[src/rtl/sd_arb_pkg.sv]
// Shared types and constants for the two-requester SD sector-read arbiter.
package sd_arb_pkg;

  typedef enum logic [1:0] {
    ST_IDLE    = 2'd0,
    ST_ACTIVE  = 2'd1,
    ST_RELEASE = 2'd2
  } arb_state_e;

  localparam int          SD_ADDR_W       = 32;
  localparam int          SD_DATA_W       = 8;
  localparam logic [31:0] TIMEOUT_CYC_DEF = 32'd2_000_000;

endpackage

[src/rtl/sd_arb_watchdog.sv]
// Open-read watchdog: counts cycles while run is high, expire pulses on the last allowed cycle.
module sd_arb_watchdog
  import sd_arb_pkg::*;
#(
  parameter logic [31:0] TIMEOUT_CYC = TIMEOUT_CYC_DEF
) (
  input  logic clk,
  input  logic rst,
  input  logic run,
  output logic expire
);

  logic [31:0] cnt;

  always_ff @(posedge clk or negedge rst) begin
    if (!rst) begin
      cnt <= '0;
    end else if (run) begin
      cnt <= cnt + 32'd1;
    end else begin
      cnt <= '0;
    end
  end

  assign expire = run && (cnt == TIMEOUT_CYC - 32'd1);

endmodule

[src/rtl/sd_sec_read_arb.sv]
// Round-robin arbiter sharing one SD sector-read port between two requesters.
// Optional read watchdog enabled with macro SD_ARB_TIMEOUT_EN.
module sd_sec_read_arb
  import sd_arb_pkg::*;
#(
  parameter logic [31:0] TIMEOUT_CYC = TIMEOUT_CYC_DEF
) (
  input  logic                 clk,
  input  logic                 rst,
  input  logic                 sd_init_done,
  input  logic                 req0_sec_read,
  input  logic [SD_ADDR_W-1:0] req0_sec_read_addr,
  output logic [SD_DATA_W-1:0] req0_sec_read_data,
  output logic                 req0_sec_read_data_valid,
  output logic                 req0_sec_read_end,
  input  logic                 req1_sec_read,
  input  logic [SD_ADDR_W-1:0] req1_sec_read_addr,
  output logic [SD_DATA_W-1:0] req1_sec_read_data,
  output logic                 req1_sec_read_data_valid,
  output logic                 req1_sec_read_end,
  output logic                 sd_sec_read,
  output logic [SD_ADDR_W-1:0] sd_sec_read_addr,
  input  logic [SD_DATA_W-1:0] sd_sec_read_data,
  input  logic                 sd_sec_read_data_valid,
  input  logic                 sd_sec_read_end,
  output logic [1:0]           grant,
  output logic                 timeout_err
);

  arb_state_e state, state_nxt;
  logic       owner;       // 0 = requester 0 holds the port
  logic       last_grant;  // requester granted most recently
  logic       pick;
  logic       expire;
  logic       done;

`ifdef SD_ARB_TIMEOUT_EN
  sd_arb_watchdog #(
    .TIMEOUT_CYC (TIMEOUT_CYC)
  ) u_watchdog (
    .clk    (clk),
    .rst    (rst),
    .run    (state == ST_ACTIVE),
    .expire (expire)
  );
`else
  logic unused_timeout;
  assign unused_timeout = ^TIMEOUT_CYC;
  assign expire         = 1'b0;
`endif

  assign done = sd_sec_read_end || expire;
  // On a tie the requester not served last wins; a lone request always wins.
  assign pick = (req0_sec_read && req1_sec_read) ? ~last_grant : req1_sec_read;

  always_ff @(posedge clk or negedge rst) begin
    if (!rst) begin
      state            <= ST_IDLE;
      owner            <= 1'b0;
      last_grant       <= 1'b1;
      sd_sec_read_addr <= '0;
    end else begin
      state <= state_nxt;
      if (state == ST_IDLE && state_nxt == ST_ACTIVE) begin
        owner            <= pick;
        last_grant       <= pick;
        sd_sec_read_addr <= pick ? req1_sec_read_addr : req0_sec_read_addr;
      end
    end
  end

  always_comb begin
    state_nxt = state;
    unique case (state)
      ST_IDLE:    if (sd_init_done && (req0_sec_read || req1_sec_read)) state_nxt = ST_ACTIVE;
      ST_ACTIVE:  if (done) state_nxt = ST_RELEASE;
      ST_RELEASE: state_nxt = ST_IDLE;
      default:    state_nxt = ST_IDLE;
    endcase
  end

  always_comb begin
    sd_sec_read              = (state == ST_ACTIVE);
    grant                    = 2'b00;
    if (state == ST_ACTIVE) grant = owner ? 2'b10 : 2'b01;
    timeout_err              = expire;
    req0_sec_read_data       = grant[0] ? sd_sec_read_data : '0;
    req0_sec_read_data_valid = grant[0] && sd_sec_read_data_valid;
    req0_sec_read_end        = grant[0] && done;
    req1_sec_read_data       = grant[1] ? sd_sec_read_data : '0;
    req1_sec_read_data_valid = grant[1] && sd_sec_read_data_valid;
    req1_sec_read_end        = grant[1] && done;
  end

endmodule

[config.mk]
export PLATFORM = sky130hd
export DESIGN_NAME = sd_sec_read_arb
export DESIGN_NICKNAME = d
export VERILOG_FILES = /design/src/rtl/sd_arb_pkg.sv /design/src/rtl/sd_arb_watchdog.sv /design/src/rtl/sd_sec_read_arb.sv
export SDC_FILE = /design/constraint.sdc
export NUM_CORES = 1
export LEC_CHECK = 0
export CAP_MARGIN = 0
export CORE_MARGIN = 1
export CORE_UTILIZATION = 37
export CTS_CLUSTER_DIAMETER = 40
export DETAILED_ROUTE_END_ITERATION = 6
export PLACE_DENSITY = 0.9
export SLEW_MARGIN = 40
export SYNTH_ARGS = -nofsm -noshare
export SYNTH_HDL_FRONTEND = slang
export SYNTH_SLANG_ARGS = --single-unit
[constraint.sdc]
create_clock -name clk -period 2.4 [get_ports clk]
set_clock_uncertainty 0.05 [all_clocks]
set_input_delay 0.24 -clock clk [delete_from_list [all_inputs] [get_ports clk]]
set_output_delay 0.24 -clock clk [all_outputs]
set_load 0.05 [all_outputs]
==> impl_metrics.csv, run 1 <==
group,metric,value,unit
outcome,status,"completed",
global_route,overflow,0,
clock_tree,root_buffer,"clkbuf_8",
floorplan,die_h,72.0,um
finish,final_nets,362,
power,ir_drop,783,uV
global_route,grt_pass1_vias,1977,
floorplan,core-area,0.00472,mm^2
placement,gp_congestion,0.721,
placement,io_buffer_count,133,
sta,finalWorstSetupSlack,135,ps
worst_setup_path,cp_data_required_time,2110,ps
sta,finalSetupViolCount,0,
clock_tree,cts_tree,"done",
yosys,netlist_instances,158,
sta,drv_slew,0,
worst_setup_path,critPathCaptureType,"output port",
drt,ant_nets,0,
drt,via_count,1878,
worst_setup_path,ff2ff_path_depth,4,
worst_setup_path,crit_end,"sd_sec_read",
sta,finalSetupTns,0,ps
drt,wl,5650,um
clock_tree,cts.sinks,36,
clock_tree,clock_latency,280,ps
yosys,yosys_warnings,0,
sta,finalWorstPathRequiredPeriod,2270,ps
yosys,synth.avg_cell_area,11.5,um^2
global_route,grt_max_degree,37,
drt,drtIter0Drc,118,
yosys,ys_ff_latch,36,
worst_setup_path,crit_type,"register to output port",
finish,fin_area,0.00325,mm^2
worst_setup_path,max_stage_delay,850,ps
yosys,syn-num-nets,237,
global_route,antenna_found_initial,0,
finish,fin_cells,351,
placement,hpwlAfterDp,3990,um
worst_hold_path,hold_class,"input port to asynchronous set/reset pin",
global_route,grt_pass1_wl,9140,um
drt,firstDrtPassIters,4,
power,p_per_area,1140,mW/mm^2
sta,max_freq,441,MHz
finish,drive_gt1_share,8.10,%
clock_tree,clk_path_buf_depth,2,
yosys,syn-cell-area,0.00181,mm^2
floorplan,initial_core_util,38.4,%
placement,dp.cells,342,
sta,rsz0062_at_grt,"false",
drt,avgViaCountPerCell,5.35,
drt,drc,0,
worst_setup_path,crit_fanout,20,
worst_setup_path,cpMaxStageDelayCell,"clkdlybuf4s50_1",
worst_setup_path,path_cells,"nand2b_1 > inv_2 > clkdlybuf4s50_1",
yosys,ys_seq_area_share,49.8,%
worst_setup_path,r2r_slack,770,ps
sta,layout_worst_path_cycle_share,94.4,%
global_route,grt.total_usage,22.6,%
sta,worst_slew_pin_slew,597,ps
flow_run,drv_cap,0,
finish,synthToLayoutAreaGrowth,79.4,%
worst_setup_path,critPathLaunchType,"register",
placement,pre_cts_ws,278,ps
placement,placed_area,0.00314,mm^2
floorplan,dieArea,0.00518,mm^2
power,leakage,1.41,nW
sta,hold_slack,396,ps
finish,diodes,0,
floorplan,fp-row-count,25,
clock_tree,cts_buffers,5,
worst_setup_path,worst_ep_arrival_time,1980,ps
drt,wl_per_cell,16.1,um
worst_setup_path,timing.rr.start,"last_grant$_DFFE_PN1P_",
sta,final_hold_viol_count,0,
clock_tree,htree_num_levels,2,
yosys,ys_types,24,
worst_setup_path,critPathLaunch,"state[1]$_DFF_PN0_",
clock_tree,clk_pin_slew,70,ps
worst_setup_path,reg2reg_to,"sd_sec_read_addr[20]$_DFFE_PN0P_",
floorplan,io_pins,135,
sta,relSlewSlack,60.2,%
floorplan,die_width,72.0,um
==> layer usage <==
metal | global-route usage (%) | wire (um) | up-vias
met5 | 0 | 0 | -
met4 | 5.88 | 41 | 0
met3 | 5.97 | 339 | 5
met2 | 41.4 | 2930 | 63
met1 | 26.1 | 2330 | 922
li1 | - | - | 888
==> where the power goes <==
group	internal (mW)	leakage (nW)	switching, mW
combinational	0.819	0.965	1.38
sequential	0.849	0.391	0.141
clock	0.307	0.0541	0.218
==> synth_stat cells <==
master | count | area [um^2]
a21bo_2 | 1 | 10.0
a21oi_1 | 1 | 5.00
a2bb2oi_1 | 32 | 280
a31oi_1 | 1 | 6.26
and2b_1 | 1 | 7.51
and3_1 | 18 | 113
buf_2 | 4 | 20.0
buf_4 | 1 | 7.51
buf_6 | 3 | 33.8
clkbuf_1 | 12 | 45.0
conb_1 | 1 | 3.75
dfrtp_1 | 35 | 876
dfstp_2 | 1 | 26.3
inv_1 | 2 | 7.51
inv_2 | 2 | 7.51
mux2_2 | 1 | 11.3
nand2_1 | 1 | 3.75
nand2b_1 | 1 | 6.26
nor2_1 | 4 | 15.0
nor3b_4 | 1 | 18.8
o21a_4 | 1 | 15.0
o21ai_1 | 1 | 5.00
o21bai_1 | 1 | 7.51
o32ai_1 | 32 | 280
==> area by class of cell <==
class	instances	area (um^2)
clock buffer	5	68.8
clock inverter	3	42.5
fill	370	1470
inverter	4	15.0
multi-input combinational	98	790
sequential	36	902
tap	67	83.8
timing repair buffer	138	1350
==> cells in the final DEF (no fill, tap or decap), types with 2 or more instances in the layout <==
master / count
dlygate4sd2_1: 16
dfrtp_1: 35
clkbuf_8: 5
nor2_1: 4
clkdlybuf4s50_1: 112
buf_4: 7
dlymetal6s2s_1: 2
inv_1: 2
a2bb2oi_1: 32
and3_1: 18
inv_2: 2
o32ai_1: 32
==> state kept, by name (all words and copies together), names as in the netlist <==
register,cells
state,2
owner,1
sd_sec_read_addr,32
last_grant,1
==> metrics by stage <==
stage	util, %	total power, mW
floorplan	-	2.44
finish	68.8	3.71
global placement	66.5	3.18
CTS	68.7	3.74
detailed placement	66.5	3.22
global route	68.8	3.88
==> repair_timing <==
item                                   4_1_cts  5_1_grt
setup endpoints to repair                   16        2
cloned                                       0        0
setup buffers                                0        0
endpoints found under the hold margin        9        0
hold buffers                                 1        0
gates resized for setup                     16        2
==> cells by family after synthesis <==
logic type | share of synthesized area (%)
AOI/OAI and AO/OA | 33.6
DFF | 49.8
buffers and inverters | 6.70
muxes | 0.622
other | 0.207
and+or+nand+nor | 9.05
==> worst min-delay path by stage <==
stage	start	end	cells after the start
global route	rst	sd_sec_read_addr[20]$_DFFE_PN0P_	2
floorplan	rst	owner$_DFFE_PN0P_	0
global placement	rst	sd_sec_read_addr[8]$_DFFE_PN0P_	1
CTS	last_grant$_DFFE_PN1P_	last_grant$_DFFE_PN1P_	2
finish	rst	sd_sec_read_addr[6]$_DFFE_PN0P_	2
detailed placement	rst	sd_sec_read_addr[6]$_DFFE_PN0P_	1
==> critical path: cells and delay by family, from the launching register on <==
kind,cells,cell delay [ps]
AND/OR/NAND/NOR,1,210
flip-flops,1,410
buffers and inverters,2,1070
Power figures use the tool's default switching activity.
==> run 2: changes to the inputs <==
--- a/config.mk
+++ b/config.mk
@@ -7,10 +7,10 @@
 export LEC_CHECK = 0
 export CAP_MARGIN = 0
 export CORE_MARGIN = 1
-export CORE_UTILIZATION = 37
+export CORE_UTILIZATION = 34
 export CTS_CLUSTER_DIAMETER = 40
 export DETAILED_ROUTE_END_ITERATION = 6
-export PLACE_DENSITY = 0.9
+export PLACE_DENSITY = 0.84
 export SLEW_MARGIN = 40
 export SYNTH_ARGS = -nofsm -noshare
 export SYNTH_HDL_FRONTEND = slang
==> constraint.sdc (replaced) <==
create_clock -name clk -period 2.2 [get_ports clk]
set_clock_uncertainty 0.05 [all_clocks]
set_input_delay 0.22 -clock clk [delete_from_list [all_inputs] [get_ports clk]]
set_output_delay 0.22 -clock clk [all_outputs]
set_load 0.05 [all_outputs]
==> run 2 against run 1 <==
Effect of this change:
- combinational power is 10% higher
- clock power is 5.7% lower
- global-route usage down 2.1 points
- first-iteration DRC count fell by 49%
- sequential power up 10%
- total power rose by 7.5%
- sequential cell count is the same
- worst setup slack got worse by 23 ps
- non-clock buffer count rose by 2
- via count is 0.53% lower
- largest power group unchanged
==> impl_metrics.csv, run 2 (synthesized netlist as in run 1, its figures left out) <==
group,metric,value,unit
floorplan,die_width,75.0,um
sta,rsz0062_at_grt,"false",
floorplan,io_pins,135,
finish,regMostFlops,"sd_sec_read_addr",
sta,final_hold_viol_count,0,
power,p_per_area,1240,mW/mm^2
worst_setup_path,crit_type,"register to output port",
worst_setup_path,worst_ep_arrival_time,1820,ps
finish,fin_cells,356,
sta,layout_worst_path_cycle_share,94.9,%
global_route,overflow,0,
floorplan,fp-row-count,26,
clock_tree,htree_num_levels,2,
finish,final_cell_mix,"110 x clkdlybuf4s50_1, 35 x dfrtp_1, 32 x o32ai_1, 32 x a2bb2oi_1, 29 x buf_4",
outcome,status,"completed",
clock_tree,clock_latency,280,ps
clock_tree,clk_path_buf_depth,2,
clock_tree,cts_buffers,5,
worst_setup_path,critPathBufInv,1,
drt,firstDrtPassIters,4,
worst_setup_path,cpMaxStageDelayCell,"clkdlybuf4s50_1",
sta,drv_slew,0,
sta,max_freq,479,MHz
worst_hold_path,hold_class,"input port to asynchronous set/reset pin",
floorplan,core-area,0.00511,mm^2
global_route,grt_pass1_vias,1812,
clock_tree,cts.sinks,36,
clock_tree,cts_setup_buffers,0,
sta,finalSetupViolCount,0,
finish,largestRegisters,"sd_sec_read_addr: 32 flops, state: 2 flops",
drt,drc,0,
placement,dp.cells,347,
sta,finalWorstPathRequiredPeriod,2090,ps
power,ir_drop,765,uV
worst_setup_path,critPathCaptureType,"output port",
floorplan,die_h,75.0,um
flow_run,drv_cap,0,
placement,gp_congestion,0.715,
global_route,grt.total_usage,20.5,%
global_route,grt_pass1_wl,8540,um
worst_setup_path,critPathLaunchType,"register",
sta,worst_slew_pin_slew,553,ps
floorplan,dieArea,0.00562,mm^2
global_route,antenna_found_initial,0,
finish,drive_gt1_share,15.4,%
placement,hpwlAfterDp,4110,um
drt,ant_nets,0,
sta,relSlewSlack,63.1,%
clock_tree,root_buffer,"clkbuf_8",
worst_setup_path,cp_top_family,"buffers and inverters",
clock_tree,clk_pin_slew,70,ps
drt,via_count,1868,
worst_setup_path,cp_data_required_time,1930,ps
floorplan,initial_core_util,35.5,%
clock_tree,cts_tree,"done",
global_route,grt_max_degree,37,
drt,wl_per_cell,16.3,um
placement,io_buffer_count,133,
drt,drtIter0Drc,60,
finish,synthToLayoutAreaGrowth,77.7,%
finish,final_nets,364,
worst_setup_path,path_cells,"nand2b_1 > nor2_1 > clkdlybuf4s50_1",
drt,wl,5800,um
power,leakage,1.34,nW
worst_setup_path,crit_fanout,4,
finish,layout_commonest_cell,"clkdlybuf4s50_1",
sta,finalSetupTns,0,ps
worst_setup_path,max_stage_delay,810,ps
finish,largest_register_ffs,32,
finish,diodes,0,
drt,avgViaCountPerCell,5.25,
[run 2: cell types whose count changed in the layout (fill, tap and decap cells not counted), moves of 2 or more]
cell / delta
dlymetal6s2s_1: -2
clkdlybuf4s50_1: -2
buf_4: +22
dlygate4sd2_1: -16
[run 2: worst reg2reg max path, cell delays in order, from the launching register on]
cell and delay, ps:
dfstp_2 550, and2b_1 200, buf_4 190, o32ai_1 280
a2bb2oi_1 100
[run 2: layer usage]
layer	track usage, %	vias up	routed length, um
li1	-	896	-
met2	35.1	69	2920
met3	4.69	7	351
met4	6.92	0	58
met5	0	-	0
met1	25.6	896	2470
[run 2: area by class of cell]
class                   count  area (um^2)
clock inverters             2         15.0
inverters                   4         15.0
clock buffers               6         82.6
flip-flops and latches     36          902
repair buffers            140         1330
fillers                   441         1890
well taps                  70         87.6
multi-input cells          98          788
[run 2: worst paths after layout]
path | cells after the start | slack [ps] | from | to
worst max-delay path | 3 | 110 | state[1]$_DFF_PN0_ | grant[0]
worst min-delay path | 2 | 390 | rst | sd_sec_read_addr[24]$_DFFE_PN0P_
worst max register to register | 4 | 710 | last_grant$_DFFE_PN1P_ | sd_sec_read_addr[10]$_DFFE_PN0P_
worst min register to register | 1 | 490 | sd_sec_read_addr[30]$_DFFE_PN0P_ | sd_sec_read_addr[30]$_DFFE_PN0P_
max in group asynchronous | 2 | 1370 | rst | last_grant$_DFFE_PN1P_
min in group clk | 1 | 490 | sd_sec_read_addr[30]$_DFFE_PN0P_ | sd_sec_read_addr[30]$_DFFE_PN0P_
[run 2: power breakdown]
part | switching [mW] | internal [mW]
clock | 0.241 | 0.253
combinational | 1.50 | 0.908
sequential | 0.162 | 0.925
[run 2: metrics by stage]
step | cell area, um^2 | util (%) | hold WS (ps) | total power, mW | worst slack (ps)
after floorplan | 1810 | - | -126 | 2.66 | -142
after global placement | 3110 | 60.9 | 307 | 3.48 | 435
after detailed placement | 3110 | 60.9 | 310 | 3.51 | 411
after CTS | 3220 | 63.0 | 491 | 4.02 | 93.9
after global routing | 3220 | 63.0 | 407 | 4.18 | 5.33
final | 3220 | 63.0 | 385 | 3.99 | 112
[run 2: what timing repair did]
item,4_1_cts,5_1_grt
hold buffers,1,0
setup endpoints to repair,0,0
endpoints found under the hold margin,35,0
gates resized for setup,0,0
==> run 3: changes to the inputs <==
--- a/config.mk
+++ b/config.mk
@@ -6,7 +6,6 @@
 export NUM_CORES = 1
 export LEC_CHECK = 0
 export CAP_MARGIN = 0
-export CORE_MARGIN = 1
 export CORE_UTILIZATION = 34
 export CTS_CLUSTER_DIAMETER = 40
 export DETAILED_ROUTE_END_ITERATION = 6
==> results of run 3 <==
No change in the layout: final DEF, timing and power equal those of run 2.
